[src/rtl/alu_ctrl_fsm.sv]
// alu_ctrl_fsm: multicycle MIPS-subset control unit driving the 32-bit ALU.
// Ports: clk, rst (async high); opcode/funct/zero in; ALU codes, datapath
// enables/muxes, illegal_op pulse and state_o debug out.
// Optional macro BNE_SUPPORT_EN adds the bne instruction (opcode 000101).
module alu_ctrl_fsm #(
    parameter int OP_W = 6,
    parameter int FN_W = 6
) (
    input  logic            clk,
    input  logic            rst,
    input  logic [OP_W-1:0] opcode,
    input  logic [FN_W-1:0] funct,
    input  logic            zero,
    output logic [2:0]      alu_select,
    output logic            alu_c_in,
    output logic            alu_src_a,
    output logic [1:0]      alu_src_b,
    output logic [1:0]      pc_src,
    output logic            pc_en,
    output logic            iord,
    output logic            mem_write,
    output logic            ir_write,
    output logic            reg_write,
    output logic            reg_dst,
    output logic            mem_to_reg,
    output logic            illegal_op,
    output logic [3:0]      state_o
);

    typedef enum logic [3:0] {
        S_RESET    = 4'd0,
        S_FETCH    = 4'd1,
        S_DECODE   = 4'd2,
        S_MEMADR   = 4'd3,
        S_MEMRD    = 4'd4,
        S_MEMWB    = 4'd5,
        S_MEMWR    = 4'd6,
        S_RTYPE_EX = 4'd7,
        S_RTYPE_WB = 4'd8,
        S_BEQ_EX   = 4'd9,
        S_ADDI_EX  = 4'd10,
        S_ADDI_WB  = 4'd11,
        S_J_EX     = 4'd12,
        S_BNE_EX   = 4'd13
    } state_t;

    typedef struct packed {
        logic [2:0] sel;
        logic       src_a;
        logic [1:0] src_b;
        logic [1:0] pc_src;
        logic       pc_write;
        logic       branch;
        logic       branch_ne;
        logic       iord;
        logic       mem_write;
        logic       ir_write;
        logic       reg_write;
        logic       reg_dst;
        logic       mem_to_reg;
    } ctrl_t;

    localparam logic [OP_W-1:0] OP_LW    = OP_W'(6'b100011);
    localparam logic [OP_W-1:0] OP_SW    = OP_W'(6'b101011);
    localparam logic [OP_W-1:0] OP_RTYPE = OP_W'(6'b000000);
    localparam logic [OP_W-1:0] OP_BEQ   = OP_W'(6'b000100);
    localparam logic [OP_W-1:0] OP_ADDI  = OP_W'(6'b001000);
    localparam logic [OP_W-1:0] OP_J     = OP_W'(6'b000010);
`ifdef BNE_SUPPORT_EN
    localparam logic [OP_W-1:0] OP_BNE   = OP_W'(6'b000101);
`endif

    localparam logic [FN_W-1:0] FN_ADD = FN_W'(6'b100000);
    localparam logic [FN_W-1:0] FN_SUB = FN_W'(6'b100010);
    localparam logic [FN_W-1:0] FN_AND = FN_W'(6'b100100);
    localparam logic [FN_W-1:0] FN_OR  = FN_W'(6'b100101);
    localparam logic [FN_W-1:0] FN_SLT = FN_W'(6'b101010);
    localparam logic [FN_W-1:0] FN_SHL = FN_W'(6'b000000);
    localparam logic [FN_W-1:0] FN_SHR = FN_W'(6'b000010);

    state_t state_q;
    state_t state_d;
    ctrl_t  ctrl_q;
    logic   is_sw_q;
    logic   dec_illegal;
    logic   fn_ok;
    logic [2:0] fn_sel;

    // State-only output decode; applied to the next state so the
    // registered outputs line up with the state they belong to.
    function automatic ctrl_t decode_outs(input state_t s);
        ctrl_t c;
        c = '0;
        case (s)
            S_FETCH: begin
                c.ir_write = 1'b1;
                c.src_b    = 2'b01;
                c.pc_write = 1'b1;
            end
            S_DECODE: begin
                c.src_b = 2'b11;
            end
            S_MEMADR: begin
                c.src_a = 1'b1;
                c.src_b = 2'b10;
            end
            S_MEMRD: begin
                c.iord = 1'b1;
            end
            S_MEMWB: begin
                c.reg_write  = 1'b1;
                c.mem_to_reg = 1'b1;
            end
            S_MEMWR: begin
                c.iord      = 1'b1;
                c.mem_write = 1'b1;
            end
            S_RTYPE_EX: begin
                c.src_a = 1'b1;
            end
            S_RTYPE_WB: begin
                c.reg_write = 1'b1;
                c.reg_dst   = 1'b1;
            end
            S_BEQ_EX: begin
                c.src_a  = 1'b1;
                c.sel    = 3'b011;
                c.branch = 1'b1;
                c.pc_src = 2'b01;
            end
`ifdef BNE_SUPPORT_EN
            S_BNE_EX: begin
                c.src_a     = 1'b1;
                c.sel       = 3'b011;
                c.branch_ne = 1'b1;
                c.pc_src    = 2'b01;
            end
`endif
            S_ADDI_EX: begin
                c.src_a = 1'b1;
                c.src_b = 2'b10;
            end
            S_ADDI_WB: begin
                c.reg_write = 1'b1;
            end
            S_J_EX: begin
                c.pc_src   = 2'b10;
                c.pc_write = 1'b1;
            end
            default: c = '0;
        endcase
        return c;
    endfunction

    // funct -> ALU select; unsupported codes give const-0 and no writeback
    always_comb begin
        fn_ok  = 1'b1;
        fn_sel = 3'b111;
        unique case (1'b1)
            (funct == FN_ADD): fn_sel = 3'b000;
            (funct == FN_SUB): fn_sel = 3'b011;
            (funct == FN_AND): fn_sel = 3'b001;
            (funct == FN_OR):  fn_sel = 3'b010;
            (funct == FN_SLT): fn_sel = 3'b100;
            (funct == FN_SHL): fn_sel = 3'b101;
            (funct == FN_SHR): fn_sel = 3'b110;
            default:           fn_ok  = 1'b0;
        endcase
    end

    always_comb begin
        state_d     = S_FETCH;
        dec_illegal = 1'b0;
        case (state_q)
            S_RESET:    state_d = S_FETCH;
            S_FETCH:    state_d = S_DECODE;
            S_DECODE: begin
                if (opcode == OP_LW || opcode == OP_SW) begin
                    state_d = S_MEMADR;
                end else if (opcode == OP_RTYPE) begin
                    state_d = S_RTYPE_EX;
                end else if (opcode == OP_BEQ) begin
                    state_d = S_BEQ_EX;
                end else if (opcode == OP_ADDI) begin
                    state_d = S_ADDI_EX;
                end else if (opcode == OP_J) begin
                    state_d = S_J_EX;
`ifdef BNE_SUPPORT_EN
                end else if (opcode == OP_BNE) begin
                    state_d = S_BNE_EX;
`endif
                end else begin
                    state_d     = S_FETCH;
                    dec_illegal = 1'b1;
                end
            end
            S_MEMADR:   state_d = is_sw_q ? S_MEMWR : S_MEMRD;
            S_MEMRD:    state_d = S_MEMWB;
            S_MEMWB:    state_d = S_FETCH;
            S_MEMWR:    state_d = S_FETCH;
            S_RTYPE_EX: state_d = S_RTYPE_WB;
            S_RTYPE_WB: state_d = S_FETCH;
            S_BEQ_EX:   state_d = S_FETCH;
`ifdef BNE_SUPPORT_EN
            S_BNE_EX:   state_d = S_FETCH;
`endif
            S_ADDI_EX:  state_d = S_ADDI_WB;
            S_ADDI_WB:  state_d = S_FETCH;
            S_J_EX:     state_d = S_FETCH;
            default:    state_d = S_FETCH;
        endcase
    end

    always_ff @(posedge clk or posedge rst) begin
        if (rst) begin
            state_q <= S_RESET;
            ctrl_q  <= '0;
            is_sw_q <= 1'b0;
        end else begin
            state_q <= state_d;
            ctrl_q  <= decode_outs(state_d);
            // opcode is only trusted in DECODE; remember lw/sw there
            if (state_q == S_DECODE) begin
                is_sw_q <= (opcode == OP_SW);
            end
        end
    end

    assign alu_select = (state_q == S_RTYPE_EX) ? fn_sel : ctrl_q.sel;
    assign alu_c_in   = 1'b0;
    assign alu_src_a  = ctrl_q.src_a;
    assign alu_src_b  = ctrl_q.src_b;
    assign pc_src     = ctrl_q.pc_src;
    // Only output that reacts combinationally to the ALU flag
    assign pc_en      = ctrl_q.pc_write
                      | (ctrl_q.branch & zero)
                      | (ctrl_q.branch_ne & ~zero);
    assign iord       = ctrl_q.iord;
    assign mem_write  = ctrl_q.mem_write;
    assign ir_write   = ctrl_q.ir_write;
    assign reg_write  = ctrl_q.reg_write
                      & ~((state_q == S_RTYPE_WB) & ~fn_ok);
    assign reg_dst    = ctrl_q.reg_dst;
    assign mem_to_reg = ctrl_q.mem_to_reg;
    assign illegal_op = (state_q == S_DECODE) & dec_illegal;
    assign state_o    = state_q;

endmodule

[config.mk]
export PLATFORM = sky130hd
export DESIGN_NAME = alu_ctrl_fsm
export DESIGN_NICKNAME = d
export VERILOG_FILES = /design/src/rtl/alu_ctrl_fsm.sv
export SDC_FILE = /design/constraint.sdc
export NUM_CORES = 1
export LEC_CHECK = 0
export ABC_AREA = 1
export BUFFER_PORTS_ARGS = -buffer_cell sky130_fd_sc_hd__buf_2
export CORE_MARGIN = 2
export CORE_UTILIZATION = 25
export DETAILED_ROUTE_END_ITERATION = 7
export PLACE_DENSITY_LB_ADDON = 0.15
export SETUP_SLACK_MARGIN = 0.05
export SYNTH_ARGS = -nofsm -noshare
export SYNTH_HDL_FRONTEND = slang
export SYNTH_SLANG_ARGS = --single-unit
[constraint.sdc]
create_clock -name clk -period 2.3 [get_ports clk]
set_input_delay 0.23 -clock clk [delete_from_list [all_inputs] [get_ports clk]]
set_output_delay 0.23 -clock clk [all_outputs]
set_load 0.05 [all_outputs]
# Yosys cells after proc, flatten, opt, wreduce, memory -nomap -nowiden
# Cells that the tools add are included.
# op_classes
eq_ne	30
n_mux	28
bitwise_logic	7
reduce_logical	9
# ops
cell	count
equality test 6 bit (second input constant)	7
equality test 4 bit (second input constant)	7
equality test 4 x 3 -> 1 bit (second input constant)	6
case mux 4 bit (6 select lines)	1
case mux 3 bit (7 select lines)	1
two-way mux 4 bit	5
equality test 4 x 2 -> 1 bit (second input constant)	4
two-way mux 1 bit	16
equality test 6 x 2 -> 1 bit (second input constant)	2
zero test 6 bit	2
equality test 4 x 1 -> 1 bit (second input constant)	2
OR reduction 7 bit	1
equality test 6 x 3 -> 1 bit (second input constant)	1
equality test 6 x 4 -> 1 bit (second input constant)	1
case mux 2 bit (3 select lines)	1
OR reduction 2 bit	3
AND 1 bit	4
two-way mux 2 bit	2
case mux 2 bit (2 select lines)	1
OR reduction 4 bit	1
two-way mux 3 bit	1
OR reduction 3 bit	1
inverter 1 bit	2
logical OR 1 bit	1
OR 1 bit	1
# word_totals
register_bits	21
in_bits	15
output_inout_bits	21
word_cells	88

# Depth between registers and ports, before layout
# Gate-level depths: netlist (run 1).
# depth
depth_word	10
ltp_mapped	11
depth_no_buf	11

# Worst setup path before layout (run 1)
# No wires, ideal clock.
# synth_path
path_kind	flip-flop to output port
start	register state_q[1] (netlist: state_o[1])
end	output port illegal_op
t_arrival_ps	2300
required_time_ps	2070
slack_ps	-230
stages_incl_launch_ff	5
n_path_buf	0
cell_sequence	dfrtp_1 > nand2_2 > nor2_8 > o21ai_0 > a211oi_1
# synth_between
elab_chain_len	3
# synth_rtl
item	line	rtl
start, declared	81	state_t state_q;
start signal, assigned	220	state_q <= state_d;
equality test 4 x 2 -> 1 bit (*)	174, 245	
two-way mux 1 bit	174	case (state_q)
AND 1 bit (*)	245	assign illegal_op = (state_q == S_DECODE) & dec_illegal;
end, declared	26	output logic illegal_op,
# Every way passes the cells marked *; elsewhere a longest branch is shown, timed or not.

# Final worst setup path (run 1)
# layout_path
start	register state_q[0] (netlist: state_o[0])
end	output port illegal_op
# Same word-level chain as after synthesis.

==> results of run 1 <==
-- worst paths after layout --
kind,to,from,slack [ps]
setup / recovery,illegal_op,state_o[0]$_DFF_PP0_,450
hold / removal,reg_dst$_DFF_PP0_,rst,80
setup reg to reg,ctrl_q[14]$_DFF_PP0_,state_o[0]$_DFF_PP0_,790
hold reg to reg,mem_write$_DFF_PP0_,is_sw_q$_DFFE_PP0P_,530
max in group asynchronous,state_o[2]$_DFF_PP0_,rst,1770
min in group clk,is_sw_q$_DFFE_PP0P_,opcode[2],320
-- critical path, delay by kind of cell (launching register included) --
family                 cells  cell delay (ps)
flip-flops                 1              430
AND/OR/NAND/NOR            2              280
AO/OA/AOI/OAI              2              280
buffers and inverters      2              380
-- metal layers --
layer	GRT usage [%]	vias up
li1	-	564
met1	12.59	449
met4	4.403	0
met2	16.00	29
met3	2.083	4
met5	0	-
-- final cells by class --
type | instances | area share, %
Timing Repair Buffer | 34 | 11.96
Sequential cell | 18 | 31.66
Clock buffer | 4 | 3.870
Tap cell | 52 | 4.573
Inverter | 34 | 8.971
Multi-Input combinational cell | 109 | 38.96
-- Yosys cell counts --
| library cell | instances | share of area (%) |
|---|---|---|
| a211oi_1 | 1 | 0.64 |
| a21o_1 | 1 | 0.64 |
| a21oi_1 | 2 | 0.86 |
| a21oi_2 | 1 | 0.75 |
| a21oi_4 | 1 | 1.4 |
| a32oi_1 | 1 | 0.75 |
| and3_1 | 1 | 0.54 |
| buf_4 | 5 | 3.2 |
| conb_1 | 1 | 0.32 |
| dfrtp_1 | 18 | 39 |
| inv_1 | 33 | 11 |
| inv_2 | 1 | 0.32 |
| nand2_1 | 39 | 13 |
| nand2_2 | 9 | 4.8 |
| nand2_4 | 1 | 0.97 |
| nand3_1 | 13 | 5.6 |
| nand3_2 | 1 | 0.86 |
| nand3_4 | 1 | 1.5 |
| nand4_1 | 3 | 1.6 |
| nor2_1 | 25 | 8.1 |
| nor2_2 | 2 | 1.1 |
| nor2_8 | 1 | 1.7 |
| nor3_1 | 2 | 0.86 |
| o21a_1 | 1 | 0.64 |
| o21ai_0 | 1 | 0.43 |
| o22ai_1 | 1 | 0.54 |
-- power groups by stage --
stage	sequential, mW	combinational, mW	clock, mW
CTS	0.460	1.08	0.266
detailed placement	0.466	1.08	0
finish	0.459	1.07	0.255
global route	0.474	1.16	0.276
global placement	0.462	1.09	0
floorplan	0.642	0.706	0
-- per-stage QoR --
step | cell area, um2 | power [mW]
floorplan | 1170 | 1.349
global placement | 1368 | 1.555
detailed placement | 1368 | 1.547
CTS | 1423 | 1.808
global route | 1423 | 1.912
finish | 1423 | 1.781
-- cell families (layout without fill, tap and decap cells) --
kind of cell,Yosys count,count (layout),synth area share (%)
compound gates,10,10,6.661
buf+inv,39,72,14.18
flops,18,18,38.67
other cells,1,1,0.3219
simple gates,98,98,40.17
==> summary.md, run 1 <==
| Metric | Value |
|---|---|
| CTS tree | done |
| Max_slew headroom | 52.36% |
| Area growth, synth to finish | 22.13% |
| Final antenna-violating net count | 0 |
| Die W | 72.26 um |
| Critical Path, Cell by Cell | inv_1 > nand2_2 > nor2_8 > o21ai_0 > a211oi_2 > buf_2 |
| Met2 Wirelength | 1.034 mm |
| Uppermost routed layer | met4 |
| Setup repair after global routing missed its margin | no |
| CP Data Required Time | 2070 ps |
| Clock Skew | 3.979 ps |
| Pwr/cell area | 1252 mW/mm2 |
| Hold_ws | 83.36 ps |
| CP peak stage delay | 430 ps |
| Avg WL per Cell | 9.534 um |
| Ys Warns | 0 |
| Antenna violations before repair | 0 |
| Total number of vias | 1046 |
| Via density | 4.167 |
| Global route total overflow | 0 |
| Antenna cells | 0 |
| GRT Util Overall | 9.857% |
| Vias in the first global route | 972 |
| Switching portion of total power | 53.28% |
| Cells after Synth | 166 |
| Post-Route WL | 2.393 mm |
| Sw power | 0.9491 mW |
| Max reg flops | 4 |
| CORE AREA | 0.004414 mm2 |
| WL met1 | 1.171 mm |
| Top-Level Pins | 36 |
| # clock sinks | 18 |
| Clk_lat worst skew | 250 ps |
| MaxCap Viol Count | 0 |
| Final net count | 215 |
| Startpoint types | flop |
| Fmax | 541.7 MHz |
| Combinational power share | 59.9% |
| Sequential cell area fraction in the yosys report | 38.67% |
| Status | finished, final reports clean |
| TritonCTS Buffers | 3 |
| Largest net degree at the start of global routing | 19 |
| FP Rows | 24 |
| DRT iter0 DRCs | 35 |
| Commonest cells after routing, fill and taps aside | nand2_1, buf_2, inv_1 |
| Final non-filler cell total | 251 |
| Setup crit end kind | output pin |
| CTS H-Tree Depth | 1 |
| Commonest non-fill, non-tap cell in the layout | nand2_1 |
| FF/Latch Area | 450.4 um2 |
| Fillcell total | 494 |
| DRC | 0 |
| R2r worst-path depth | 9 |
| Clock-pin slew on the worst setup and hold paths | 70 ps |
| IR drop worst, VDD | 0.2857 mV |
| DR WL met3 | 154 um |
| Synth cell types | 26 |
| Syn Std Cell Area | 0.001165 mm2 |
| CTS Root Cell | clkbuf_8 |
| Yosys reg bits | 18 |
| Clock power frac | 14.3% |
| Final WS setup | 454.1 ps |
| Placed cell count | 247 |
| Die area | 0.005222 mm2 |
| Layout cells sized above 1 | 28.64% |
| Post-CTS Setup Bufs | 0 |
| Fin util | 32.23% |
| CP Class | flop to output pin |
| Die Height | 72.26 um |
| Setup tns final | 0 ps |
| Slew Limit Fails | 0 |
| Max Root-Sink Buffers | 2 |
| Final Setup Violations | 0 |
| DR pass1 iterations | 4 |
| Syn nets | 181 |
| Gp weighted congestion | 0.7126 |
| Final hold viol count | 0 |
| Final worst-path cycle share | 80.26% |
| Place WS | 713.6 ps |
| Detailed placement HPWL | 2.009 mm |
| Register share of total power | 25.8% |
| Data arrival, critical path | 1620 ps |
| Post-CTS sizing | 0 |
| Post-layout min period | 1846 ps |
| Initial Util | 26.39% |
| Syn avg cell area | 7.017 um2 |
| Leakage | 0.9060 nW |
| CP Max Fanout | 9 |
| Hold WC Path Type | primary input to async pin |
| Cts-stage hold buffer count | 0 |
| Slowest-stage cell, CP | dfrtp_1 |
| First-pass GRT wire length | 4.050 mm |
| Area of the multi-input gates | 554.3 um2 |
| Worst slew pin tran | 713.8 ps |
| Internal | 0.8321 mW |
| Count of input and output buffers | 34 |
Note: power is estimated with default switching activity, not from simulation.
==> run 2: changes to the inputs <==
- clock period: 2.3 -> 1.65 ns (I/O delays scaled with it)
==> run 2 against run 1 <==
  * Count of clock-buffer cells in the layout did not move
  * Combinational power is 59% higher
  * First-iteration DRC count is 14% lower
  * Via count rose by 3.1%
  * Die area did not move
  * Sequential share of layout area down 2.1 points
  * Largest cell class unchanged
==> summary.md, run 2 (synthesized netlist as in run 1, its figures left out) <==
| Metric | Value |
|---|---|
| Die W | 72.26 um |
| # clock sinks | 18 |
| CTS tree | done |
| Hold_ws | 4.405 ps |
| Slew Limit Fails | 0 |
| Critical Path, Cell by Cell | inv_2 > nand2_4 > nor2_8 > o21ai_2 > a211oi_4 > buf_6 |
| Total number of vias | 1078 |
| CP Class | flop to output pin |
| Largest net degree at the start of global routing | 19 |
| Commonest non-fill, non-tap cell in the layout | nand2_1 |
| CTS H-Tree Depth | 1 |
| Max Root-Sink Buffers | 2 |
| Top-Level Pins | 36 |
| Cell area after layout | 0.001543 mm2 |
| Layout cells sized above 1 | 38.54% |
| Post-DP Area | 0.001394 mm2 |
| Fillcell total | 472 |
| Global route total overflow | 0 |
| Antenna cells | 0 |
| Final worst-path cycle share | 95.89% |
| Avg WL per Cell | 10.28 um |
| Commonest cells after routing, fill and taps aside | nand2_1, buf_2, inv_1 |
| Clock Skew | 4.743 ps |
| GRT Util Overall | 10.93% |
| Post-Route WL | 2.642 mm |
| Final net count | 221 |
| CORE AREA | 0.004414 mm2 |
| Max reg flops | 4 |
| Worst slew pin tran | 682.7 ps |
| Setup repair after global routing missed its margin | yes |
| Antenna violations before repair | 0 |
| CP Data Required Time | 1480 ps |
| Data arrival, critical path | 1420 ps |
| MaxCap Viol Count | 0 |
| CP peak stage delay | 440 ps |
| Slowest-stage cell, CP | dfrtp_2 |
| Die Height | 72.26 um |
| Pwr/cell area | 1756 mW/mm2 |
| Via density | 4.195 |
| Cts-stage hold buffer count | 0 |
| Final Setup Violations | 0 |
| Clk_lat worst skew | 250 ps |
| Clock-pin slew on the worst setup and hold paths | 70 ps |
| FP Rows | 24 |
| Max_slew headroom | 54.44% |
| CTS Root Cell | clkbuf_8 |
| Setup tns final | 0 ps |
| R2r worst-path depth | 8 |
| Fmax | 632.0 MHz |
| Post-layout min period | 1582 ps |
| Area growth, synth to finish | 32.44% |
| DR pass1 iterations | 4 |
| Total power | 2.709 mW |
| First-pass GRT wire length | 4.540 mm |
| Count of input and output buffers | 34 |
| DRC | 0 |
| CP Max Fanout | 4 |
| Startpoint types | flop |
| Gp weighted congestion | 0.7436 |
| Hold WC Path Type | primary input to async pin |
| Final antenna-violating net count | 0 |
| Die area | 0.005222 mm2 |
| Detailed placement HPWL | 2.082 mm |
| IR drop worst, VDD | 0.4220 mV |
| Leakage | 0.9426 nW |
| Status | finished, final reports clean |
| DRT iter0 DRCs | 30 |
| Final hold viol count | 0 |
| Initial Util | 26.39% |
| Vias in the first global route | 1012 |
| Setup crit end kind | output pin |
| TritonCTS Buffers | 3 |
| Fin util | 34.95% |
run 2: what timing repair did:
action                                  CTS  global route
endpoints found under the setup margin    4            11
buffers inserted                          1             5
pin swaps                                 1             5
hold endpoints to repair                  0             0
gates resized for setup                   5            10
run 2: cell type report:
cell class	instances	area (um2)	share of cell area [%]
clock buffer	4	55.05	3.569
inverter	34	127.6	8.272
multi-input combinational	109	598.1	38.77
sequential	18	455.4	29.52
tap	52	65.06	4.217
timing repair buffer	40	241.5	15.65
run 2: stage by stage:
step	std cells	setup slack, ps
detailed placement	247	141.8
global placement	247	81.78
finish	257	67.78
floorplan	166	4.780
global route	257	1.075
CTS	252	27.40
run 2: worst paths after layout:
kind / startpoint / end / slack, ps
setup / recovery: state_o[3]$_DFF_PP0_ / illegal_op / 70
hold / removal: rst / reg_dst$_DFF_PP0_ / 4
setup reg to reg: state_o[3]$_DFF_PP0_ / ctrl_q[14]$_DFF_PP0_ / 150
hold reg to reg: is_sw_q$_DFFE_PP0P_ / mem_write$_DFF_PP0_ / 530
max in group asynchronous: rst / state_o[1]$_DFF_PP0_ / 1170
min in group clk: opcode[2] / is_sw_q$_DFFE_PP0P_ / 270
run 2: power breakdown:
group | total (mW) | internal [mW] | switching, mW
logic | 1.70 | 0.500 | 1.20
registers | 0.651 | 0.580 | 0.0717
clock network | 0.361 | 0.212 | 0.149
run 2: critical path: cells and delay by family, from the launching register on:
family,cells,cell delay [ps]
DFF,1,440
buffers and inverters,2,280
AOI/OAI and AO/OA,2,240
and+or+nand+nor,2,210
run 2: metal layers:
layer	wire (um)	global-route usage, %	part of all wire, %	vias to the layer above
met4	56	4.612	2.1	0
met5	0	0	0	-
met2	1180	16.62	45	31
met3	160	2.778	6.1	8
li1	-	-	-	573
met1	1244	14.73	47	466
==> run 3: changes to the inputs <==
- CORE_MARGIN: 2 -> default
==> run 3 against run 2 <==
  * Hold slack better by 270 ps
  * Sequential cell count stayed put
  * Maximum frequency is 2.1% higher
  * Register-to-register slack hardly changed
  * Clock skew is 3.2 ps lower
  * Critical path depth stayed put
  * First-iteration DRC count is 23% lower
  * Final area is 1.5% lower
  * Die area is 5.5% lower
  * Clock power hardly changed
  * Via count is 0.93% higher
  * Global-route usage is 0.67 points higher
==> summary.md, run 3 (synthesized netlist as in run 1, its figures left out) <==
| Metric | Value |
|---|---|
| Worst hold path depth | 4 |
| Top-Level Pins | 36 |
| Global route total overflow | 0 |
| Top delay family on crit path | flip-flops |
| Startpoint types | flop |
| Data arrival, critical path | 1380 ps |
| TritonCTS Buffers | 3 |
| Fmax | 645.2 MHz |
| GRT Util Overall | 11.60% |
| CP Depth | 6 |
| Max Root-Sink Buffers | 2 |
| Pwr/cell area | 1722 mW/mm2 |
| DRT iter0 DRCs | 23 |
| Setup repair after global routing missed its margin | yes |
| CP Max Fanout | 4 |
| DR pass1 iterations | 4 |
| CTS tree | done |
| Status | finished, final reports clean |
| Post-Route WL | 2.548 mm |
| Largest net degree at the start of global routing | 19 |
| Die area | 0.004936 mm2 |
| Area growth, synth to finish | 30.51% |
| Antenna violations before repair | 0 |
| Slowest-stage cell, CP | dfrtp_2 |
| Final antenna-violating net count | 0 |
| Final net count | 219 |
| Clock Skew | 1.509 ps |
| Slew Limit Fails | 0 |
| Gp weighted congestion | 0.7526 |
| CP Buf/Inv Count | 2 |
| Initial Util | 26.39% |
| R2r worst-path depth | 11 |
| First-pass GRT wire length | 4.609 mm |
| Antenna cells | 0 |
| MaxCap Viol Count | 0 |
| Critical Path, Cell by Cell | inv_2 > nand2_4 > nor2_8 > o21ai_2 > a211oi_4 > buf_6 |
| CP peak stage delay | 440 ps |
| Final Setup Violations | 0 |
| Commonest cells after routing, fill and taps aside | nand2_1, buf_2, inv_1 |
| Clock-pin slew on the worst setup and hold paths | 70 ps |
| IR drop worst, VDD | 0.5078 mV |
| Commonest non-fill, non-tap cell in the layout | nand2_1 |
| Setup tns final | 0 ps |
| CTS Root Cell | clkbuf_8 |
| Fin util | 34.44% |
| Final worst-path cycle share | 93.93% |
| Count of input and output buffers | 34 |
| Avg WL per Cell | 9.992 um |
| CTS H-Tree Depth | 1 |
| Leakage | 0.9303 nW |
| Vias in the first global route | 1023 |
| # clock sinks | 18 |
| Total number of vias | 1088 |
| Die Height | 70.26 um |
| CP Data Required Time | 1480 ps |
| Hold WC Path Type | primary input to flop |
| Max reg flops | 4 |
| Detailed placement HPWL | 2.060 mm |
| Layout cells sized above 1 | 36.45% |
| CP Class | flop to output pin |
| DRC | 0 |
| Setup crit end kind | output pin |
| Die W | 70.26 um |
| Clk_lat worst skew | 250 ps |
| Post-layout min period | 1550 ps |
| CORE AREA | 0.004414 mm2 |
| Via density | 4.267 |
| Final hold viol count | 0 |
| FP Rows | 24 |
## run 3: metal layers
| layer | vias to the layer above | global-route usage, % | share of wire [%] |
|---|---|---|---|
| met4 | 0 | 4.667 | 1.3 |
| li1 | 574 | - | - |
| met3 | 4 | 2.453 | 3.8 |
| met5 | - | 0 | 0 |
| met2 | 26 | 16.61 | 44 |
| met1 | 484 | 16.80 | 50 |
## run 3: stage by stage
step	hold WS (ps)	area [um2]	instances	setup WS, ps	power (mW)
floorplan	103.3	1196	166	4.780	1.917
global placement	196.6	1401	248	126.0	2.210
detailed placement	199.9	1401	248	136.9	2.206
CTS	265.7	1500	255	88.95	2.633
global route	282.9	1520	255	21.25	2.809
finish	273.8	1520	255	100.1	2.618
## run 3: final cells by class
class                      instances  area, um2
clock buffer                       4      55.05
fill                             486       2894
inverter                          34      127.6
multi-input combinational        109      595.6
sequential                        18      455.4
tap                               52      65.06
timing repair buffer              38      221.5
## run 3: worst min-delay path, delay by kind of cell
| kind | cells | cell delay, ps |
|---|---|---|
| AND/OR/NAND/NOR | 2 | 140 |
| buffers and inverters | 1 | 130 |
| AO/OA/AOI/OAI | 1 | 50 |
## run 3: report_power, final
group	total (mW)	internal (mW)	switching, mW
sequential	0.653	0.580	0.0737
clock	0.359	0.212	0.148
combinational	1.60	0.448	1.16
## run 3: worst paths after layout
check | to | start | slack [ps]
hold / removal | is_sw_q$_DFFE_PP0P_ | opcode[2] | 270
min in group asynchronous | pc_src[1]$_DFF_PP0_ | rst | 470
hold reg to reg | mem_write$_DFF_PP0_ | is_sw_q$_DFFE_PP0P_ | 530
max in group asynchronous | state_o[1]$_DFF_PP0_ | rst | 970
setup reg to reg | alu_src_a$_DFF_PP0_ | state_o[3]$_DFF_PP0_ | 150
setup / recovery | illegal_op | state_o[3]$_DFF_PP0_ | 100
## run 3: what timing repair did
action / 4_1_cts / 5_1_grt
pin swaps: 2 / 0
setup buffers: 2 / 0
resized for setup: 6 / 6
hold endpoints to repair: 18 / 0
hold buffers: 1 / 0
endpoints found under the setup margin: 4 / 7
